$ cat src/rtl/laser_window_ctrl.sv
// -----------------------------------------------------------------------------
// laser_window_ctrl
//   Laser gate for the MEMS scan path. Counts synchronised angle-flag pulses
//   since the last zero (mid-scan) flag and drives the laser from a
//   runtime-programmable table of NUM_WIN on/off windows. Includes arming
//   after the first zero pulse, a sticky missing-zero fault, and a restart
//   input that returns the controller to IDLE.
//
//   Optional feature macro: WIN_SHADOW_EN
//     defined   : table writes go to a shadow copy that is transferred to the
//                 active table on each zero edge and on restart, so the
//                 profile only changes at scan boundaries.
//     undefined : table writes update the active table directly.
// -----------------------------------------------------------------------------
module laser_window_ctrl #(
  parameter int CNT_W       = 12,
  parameter int NUM_WIN     = 4,
  parameter int SYNC_STG    = 2,
  parameter int ARM_CNT     = 601,
  parameter int TIMEOUT_CNT = 4000,
  localparam int IDX_W      = (NUM_WIN > 1) ? $clog2(NUM_WIN) : 1
) (
  input  logic             clk_50,
  input  logic             rst,
  input  logic             signal_angle,
  input  logic             signal_mid,
  input  logic             restart,
  input  logic             wr_en,
  input  logic [IDX_W-1:0] wr_idx,
  input  logic [CNT_W-1:0] wr_on,
  input  logic [CNT_W-1:0] wr_off,
  input  logic             wr_vld,
  output logic             laser,
  output logic [CNT_W-1:0] cnt,
  output logic             running,
  output logic             fault
);

  typedef enum logic [2:0] {
    ST_IDLE      = 3'd0,
    ST_WAIT_ZERO = 3'd1,
    ST_ARM       = 3'd2,
    ST_RUN       = 3'd3,
    ST_FAULT     = 3'd4
  } state_t;

  localparam logic [CNT_W-1:0] CNT_ONE     = {{(CNT_W-1){1'b0}}, 1'b1};
  localparam logic [CNT_W-1:0] CNT_MAX     = {CNT_W{1'b1}};
  localparam logic [CNT_W-1:0] ARM_VAL     = CNT_W'(ARM_CNT);
  localparam logic [CNT_W-1:0] TIMEOUT_VAL = CNT_W'(TIMEOUT_CNT);

  // Synchroniser chains and edge-detect history
  logic [SYNC_STG-1:0] angle_sync_r;
  logic [SYNC_STG-1:0] mid_sync_r;
  logic                angle_prev_r;
  logic                mid_prev_r;
  logic                angle_edge_s;
  logic                mid_edge_s;

  // Counter and FSM
  logic [CNT_W-1:0]    cnt_r;
  logic [CNT_W-1:0]    cnt_next_s;
  state_t              state_r;
  state_t              state_next_s;

  // Registered outputs
  logic                laser_r;
  logic                running_r;
  logic                fault_r;
  logic                hit_s;

  // Active window table
  logic                act_vld_r [NUM_WIN];
  logic [CNT_W-1:0]    act_on_r  [NUM_WIN];
  logic [CNT_W-1:0]    act_off_r [NUM_WIN];

  // Bring the asynchronous MEMS flags into clk_50 and keep one cycle of history
  always_ff @(posedge clk_50 or posedge rst) begin
    if (rst) begin
      angle_sync_r <= {SYNC_STG{1'b0}};
      mid_sync_r   <= {SYNC_STG{1'b0}};
      angle_prev_r <= 1'b0;
      mid_prev_r   <= 1'b0;
    end else begin
      angle_sync_r <= {angle_sync_r[SYNC_STG-2:0], signal_angle};
      mid_sync_r   <= {mid_sync_r[SYNC_STG-2:0], signal_mid};
      angle_prev_r <= angle_sync_r[SYNC_STG-1];
      mid_prev_r   <= mid_sync_r[SYNC_STG-1];
    end
  end

  assign angle_edge_s = angle_sync_r[SYNC_STG-1] & ~angle_prev_r;
  assign mid_edge_s   = mid_sync_r[SYNC_STG-1] & ~mid_prev_r;

  // Next count: restart and zero edge reload to 1 (zero beats a coincident angle edge)
  always_comb begin
    cnt_next_s = cnt_r;
    if (restart) begin
      cnt_next_s = CNT_ONE;
    end else if (mid_edge_s) begin
      cnt_next_s = CNT_ONE;
    end else if (angle_edge_s) begin
      if (cnt_r == CNT_MAX) begin
        cnt_next_s = cnt_r;
      end else begin
        cnt_next_s = cnt_r + CNT_ONE;
      end
    end else begin
      cnt_next_s = cnt_r;
    end
  end

  // Next state: restart forces one IDLE cycle; timeout only watched while armed or running
  always_comb begin
    state_next_s = state_r;
    if (restart) begin
      state_next_s = ST_IDLE;
    end else begin
      case (state_r)
        ST_IDLE: begin
          state_next_s = ST_WAIT_ZERO;
        end
        ST_WAIT_ZERO: begin
          if (mid_edge_s) begin
            state_next_s = ST_ARM;
          end else begin
            state_next_s = ST_WAIT_ZERO;
          end
        end
        ST_ARM: begin
          if (cnt_r >= TIMEOUT_VAL) begin
            state_next_s = ST_FAULT;
          end else if (cnt_r == ARM_VAL) begin
            state_next_s = ST_RUN;
          end else begin
            state_next_s = ST_ARM;
          end
        end
        ST_RUN: begin
          if (cnt_r >= TIMEOUT_VAL) begin
            state_next_s = ST_FAULT;
          end else begin
            state_next_s = ST_RUN;
          end
        end
        ST_FAULT: begin
          state_next_s = ST_FAULT;
        end
        default: begin
          state_next_s = ST_IDLE;
        end
      endcase
    end
  end

  // OR of all enabled windows containing the current count; on>=off never matches
  always_comb begin
    hit_s = 1'b0;
    for (int i = 0; i < NUM_WIN; i++) begin
      hit_s = hit_s | (act_vld_r[i] & (act_on_r[i] <= cnt_r) & (cnt_r < act_off_r[i]));
    end
  end

  // State, counter and registered outputs
  always_ff @(posedge clk_50 or posedge rst) begin
    if (rst) begin
      state_r   <= ST_IDLE;
      cnt_r     <= CNT_ONE;
      laser_r   <= 1'b0;
      running_r <= 1'b0;
      fault_r   <= 1'b0;
    end else begin
      state_r   <= state_next_s;
      cnt_r     <= cnt_next_s;
      laser_r   <= (state_next_s == ST_RUN) & hit_s;
      running_r <= (state_next_s == ST_RUN);
      fault_r   <= (state_next_s == ST_FAULT);
    end
  end

`ifdef WIN_SHADOW_EN
  logic                sh_vld_r [NUM_WIN];
  logic [CNT_W-1:0]    sh_on_r  [NUM_WIN];
  logic [CNT_W-1:0]    sh_off_r [NUM_WIN];

  // Host writes land in the shadow table
  always_ff @(posedge clk_50 or posedge rst) begin
    if (rst) begin
      for (int i = 0; i < NUM_WIN; i++) begin
        sh_vld_r[i] <= 1'b0;
        sh_on_r[i]  <= {CNT_W{1'b0}};
        sh_off_r[i] <= {CNT_W{1'b0}};
      end
    end else begin
      for (int i = 0; i < NUM_WIN; i++) begin
        if (wr_en && (wr_idx == IDX_W'(i))) begin
          sh_vld_r[i] <= wr_vld;
          sh_on_r[i]  <= wr_on;
          sh_off_r[i] <= wr_off;
        end
      end
    end
  end

  // Shadow becomes active only at a scan boundary (zero edge) or on restart
  always_ff @(posedge clk_50 or posedge rst) begin
    if (rst) begin
      for (int i = 0; i < NUM_WIN; i++) begin
        act_vld_r[i] <= 1'b0;
        act_on_r[i]  <= {CNT_W{1'b0}};
        act_off_r[i] <= {CNT_W{1'b0}};
      end
    end else if (mid_edge_s || restart) begin
      for (int i = 0; i < NUM_WIN; i++) begin
        act_vld_r[i] <= sh_vld_r[i];
        act_on_r[i]  <= sh_on_r[i];
        act_off_r[i] <= sh_off_r[i];
      end
    end
  end
`else
  // Host writes update the active table directly, visible next cycle
  always_ff @(posedge clk_50 or posedge rst) begin
    if (rst) begin
      for (int i = 0; i < NUM_WIN; i++) begin
        act_vld_r[i] <= 1'b0;
        act_on_r[i]  <= {CNT_W{1'b0}};
        act_off_r[i] <= {CNT_W{1'b0}};
      end
    end else begin
      for (int i = 0; i < NUM_WIN; i++) begin
        if (wr_en && (wr_idx == IDX_W'(i))) begin
          act_vld_r[i] <= wr_vld;
          act_on_r[i]  <= wr_on;
          act_off_r[i] <= wr_off;
        end
      end
    end
  end
`endif

  assign laser   = laser_r;
  assign cnt     = cnt_r;
  assign running = running_r;
  assign fault   = fault_r;

endmodule

$ cat config.mk
export PLATFORM = sky130hd
export DESIGN_NAME = laser_window_ctrl
export DESIGN_NICKNAME = d
export VERILOG_FILES = /design/src/rtl/laser_window_ctrl.sv
export SDC_FILE = /design/constraint.sdc
export NUM_CORES = 1
export LEC_CHECK = 0
export ABC_AREA = 1
export CORE_ASPECT_RATIO = 1.4
export CORE_UTILIZATION = 55
export DETAILED_ROUTE_END_ITERATION = 6
export DONT_BUFFER_PORTS = 1
export GPL_TIMING_DRIVEN = 0
export PLACE_DENSITY_LB_ADDON = 0.25
export REMOVE_ABC_BUFFERS = 1
export SYNTH_ARGS = -nofsm -noshare
export SYNTH_HDL_FRONTEND = slang
export SYNTH_SLANG_ARGS = --single-unit
$ cat constraint.sdc
create_clock -name clk_50 -period 4.7 [get_ports clk_50]
set_input_delay 0 -clock clk_50 [delete_from_list [all_inputs] [get_ports clk_50]]
set_output_delay 0 -clock clk_50 [all_outputs]
set_load 0.01 [all_outputs]
==> impl_metrics.tcl <==
set metrics [dict create \
    grt.busiest_layer "met2" \
    seq_power_share_pct 40.8 \
    fillers 1067 \
    dpl.cell_count 1013 \
    vias 5593 \
    ys_types 30 \
    worstPathArrival_ns 2.66 \
    final-setup-viol-count 0 \
    antenna_found_initial 0 \
    drtPass1Iterations 7 \
    synth_top_area_cell "dfrtp_1" \
    path_delay_family "simple AND/OR/NAND/NOR gates" \
    routedWlPerCell_um 14.55 \
    clock-sinks 124 \
    finalCriticalPeriod_ns 2.365 \
    worst_slack_ns 2.335 \
    gr-total-overflow 0 \
    path_buf_inv 1 \
    pwr-share-clk_pct 40.9 \
    worstSetupEndpointType "register" \
    finalSetupTns_ns 0 \
    grt_max_degree 79 \
    fp.dieH_um 136.8 \
    maxCapViolCount 0 \
    cp-startpoint "cnt[11]" \
    regToRegEndpoint "laser" \
    io_pins 48 \
    drtIter0Drc 251 \
    ys_seq_area_share_pct 43.51 \
    grt_use_total_pct 25.76 \
    areaGrowthSynthToFinish_pct 15.19 \
    gp_congestion 0.8611 \
    drcViolationCount 2 \
    power.density_nw_per_um2 389.9 \
    ys_seq_elements 124 \
    syn_inst 881 \
    hold_violations 0 \
    nets 1039 \
    grt_pass1_wl_um 26550 \
    cp_data_required_time_ns 5.00 \
    placedInstanceArea_um2 7338 \
    port_buffers 0 \
    die_area_um2 13440 \
    final_design_area_no_fill_um2 8218 \
    grt_setup_unrepaired "no" \
    p_sw_share_pct 27.71 \
    core_area_um2 12490 \
    fmax_mhz 422.9 \
    synthTopCellsByArea "dfrtp_1 43%, ha_1 17%, nand2_1 13%, o21ai_0 8.0%, inv_1 7.1%" \
    comb_power_share_pct 18.3 \
    endpoint "laser" \
    period_share_pct 50.31 \
    fin_skew_ns 0.007214 \
    ys_warn_count 0 \
    path_class "register to register" \
    final_cell_mix "245 x nand2_1, 134 x inv_1, 123 x dfrtp_1" \
    start_kind "register" \
    path_cells "inv_1 -> ha_1 -> nand2_1 -> nor2_1 -> and2_1 -> nand2_1 -> nand3_1 -> nand2_1 -> nand2_1 -> nand2_1 -> nor2_1 -> nor2_1" \
    hold-path-cell-count 3 \
    diodes 0 \
    dieWidth_um 98.26 \
    status "finished with violations" \
    synth_top_area_share_pct 43.14 \
    ant_nets 0 \
    clockBufferDepth 2 \
    gr-usage-met2_pct 47.97 \
    wl_um 15590 \
    cts_buffers 17 \
    p_int_uw 2316 \
    path_depth 12 \
    final_common_cell "nand2_1" \
    path_clk_slew_ns 0.05 \
    rows 48 \
    clock_latency_ns 0.41 \
    critPathMaxStageDelay_ns 0.62 \
    r2r-start "cnt[11]" \
    crit_fanout 8 \
    cts-root-buf "clkbuf_16" \
    leakagePower_uw 0.004337 \
    cts_max_level 4 \
    cp_common_cell "nand2_1" \
    worstMarginPinSlew_ns 0.8691 \
    hp-class "input pin to register" \
    r2r_cells 12 \
    syn_area_um2 7134 \
    grtUsageMet3_pct 4.494 \
    met1_usage_pct 28.71 \
    failed_checks "DRC" \
    synth.avg_cell_area_um2 8.098 \
    first_global_vias 5579 \
    vias_per_cell 5.222 \
    cts_resized 0 \
    r2r_slack_ns 2.34 \
    drv_slew 0 \
    place_hpwl_um 11180 \
    p_sw_uw 888.0 \
    initial_core_util_pct 57.11 \
    stdcell_count 1071 \
    slowest_stage "dfrtp_1" \
    timing.hold.ws_ns 0.09309 \
    place_ws_ns 2.361 \
    maxSlewHeadroom_pct 41.85 \
    cts_tree "done" \
    drive_above_1_share_pct 5.103 \
    peakVddDrop_v 0.0002338 \
]
worst min-delay path by stage:
stage / slack (ns) / endpoint / from
floorplan: 0.03 / angle_sync_r[0] / signal_angle
global placement: 0.03 / angle_sync_r[0] / signal_angle
detailed placement: -0.09 / act_on_r[40] / rst
CTS: 0.08 / act_on_r[28] / wr_en
global route: 0.11 / act_on_r[28] / wr_en
finish: 0.09 / act_on_r[28] / wr_en
power groups by stage:
stage / logic (µW) / clock network [µW] / registers, µW
4_1_cts: 594 / 1320 / 1310
2_1_floorplan: 433 / 0 / 1290
6_report: 586 / 1310 / 1310
3_3_place_gp: 540 / 0 / 1320
3_5_place_dp: 569 / 0 / 1320
5_1_grt: 701 / 1370 / 1320
final cells by class:
type / count / area, µm² / share of cell area (%)
inverter: 139 / 529.3 / 6.440
tap: 150 / 187.7 / 2.284
sequential: 124 / 3104 / 37.77
clock buffer: 22 / 474.2 / 5.770
multi-input combinational: 597 / 3435 / 41.79
clock inverter: 7 / 115.1 / 1.401
timing repair buffer: 32 / 372.9 / 4.537
stage by stage:
| stage | total power (µW) | utilization [%] |
|---|---|---|
| after detailed placement | 1891 | 58.74 |
| after global routing | 3394 | 65.79 |
| final | 3204 | 65.79 |
| after global placement | 1859 | 57.92 |
| after CTS | 3225 | 65.79 |
| after floorplan | 1727 | - |
timing repair:
item	4_1_cts	5_1_grt
hold buffers	29	0
setup buffers	0	0
endpoints found under the hold margin	234	0
metal layers:
layer	part of all wire [%]	wire length, µm	vias up
met1	41	6464	2565
met4	2.8	431	0
li1	-	-	2888
met2	53	8188	103
met5	0	0	-
met3	3.2	500	37
worst register-to-register path: stages (launching register included):
cell and delay (ns):
dfrtp_1 0.62, inv_1 0.26, ha_1 0.36, nand2_1 0.08, nor2_1 0.20, and2_1 0.18, nand2_1 0.06, nand3_1 0.06
nand2_1 0.09, nand2_1 0.07, nand2_1 0.06, nor2_1 0.17, nor2_1 0.06
synthesized netlist by cell type (all sizes together):
library cell  instances
nand3                25
a21o                  2
o21bai                2
and2                  1
nor3                  8
nand3b                3
nor3b                 1
xor2                  1
dfrtp               123
ha                   95
buf                   2
nor2                 41
dfstp                 1
nand2               248
clkbuf               19
o21a                  2
nor4                  1
o31ai                 1
inv                 139
nand4                14
a21oi                38
o21ai               114
state kept, by name, summed over array words and instances, names as in the netlist:
register      flops
angle_prev_r      1
laser             1
act_on_r         48
mid_sync_r        2
running           1
angle_sync_r      2
state_r           3
mid_prev_r        1
fault             1
act_off_r        48
cnt              12
act_vld_r         4
cells by family (layout without fill, tap and decap cells):
kind of cell    after synthesis  in the layout  synth area share [%]
flops                       124            124                 43.51
compound gates              159            159                 11.45
fa+ha+maj                    95             95                 16.66
simple gates                342            342                 19.69
buf+inv                     160            200                 8.558
xor+xnor                      1              1                0.1228
Power figures use the tool's default switching activity.
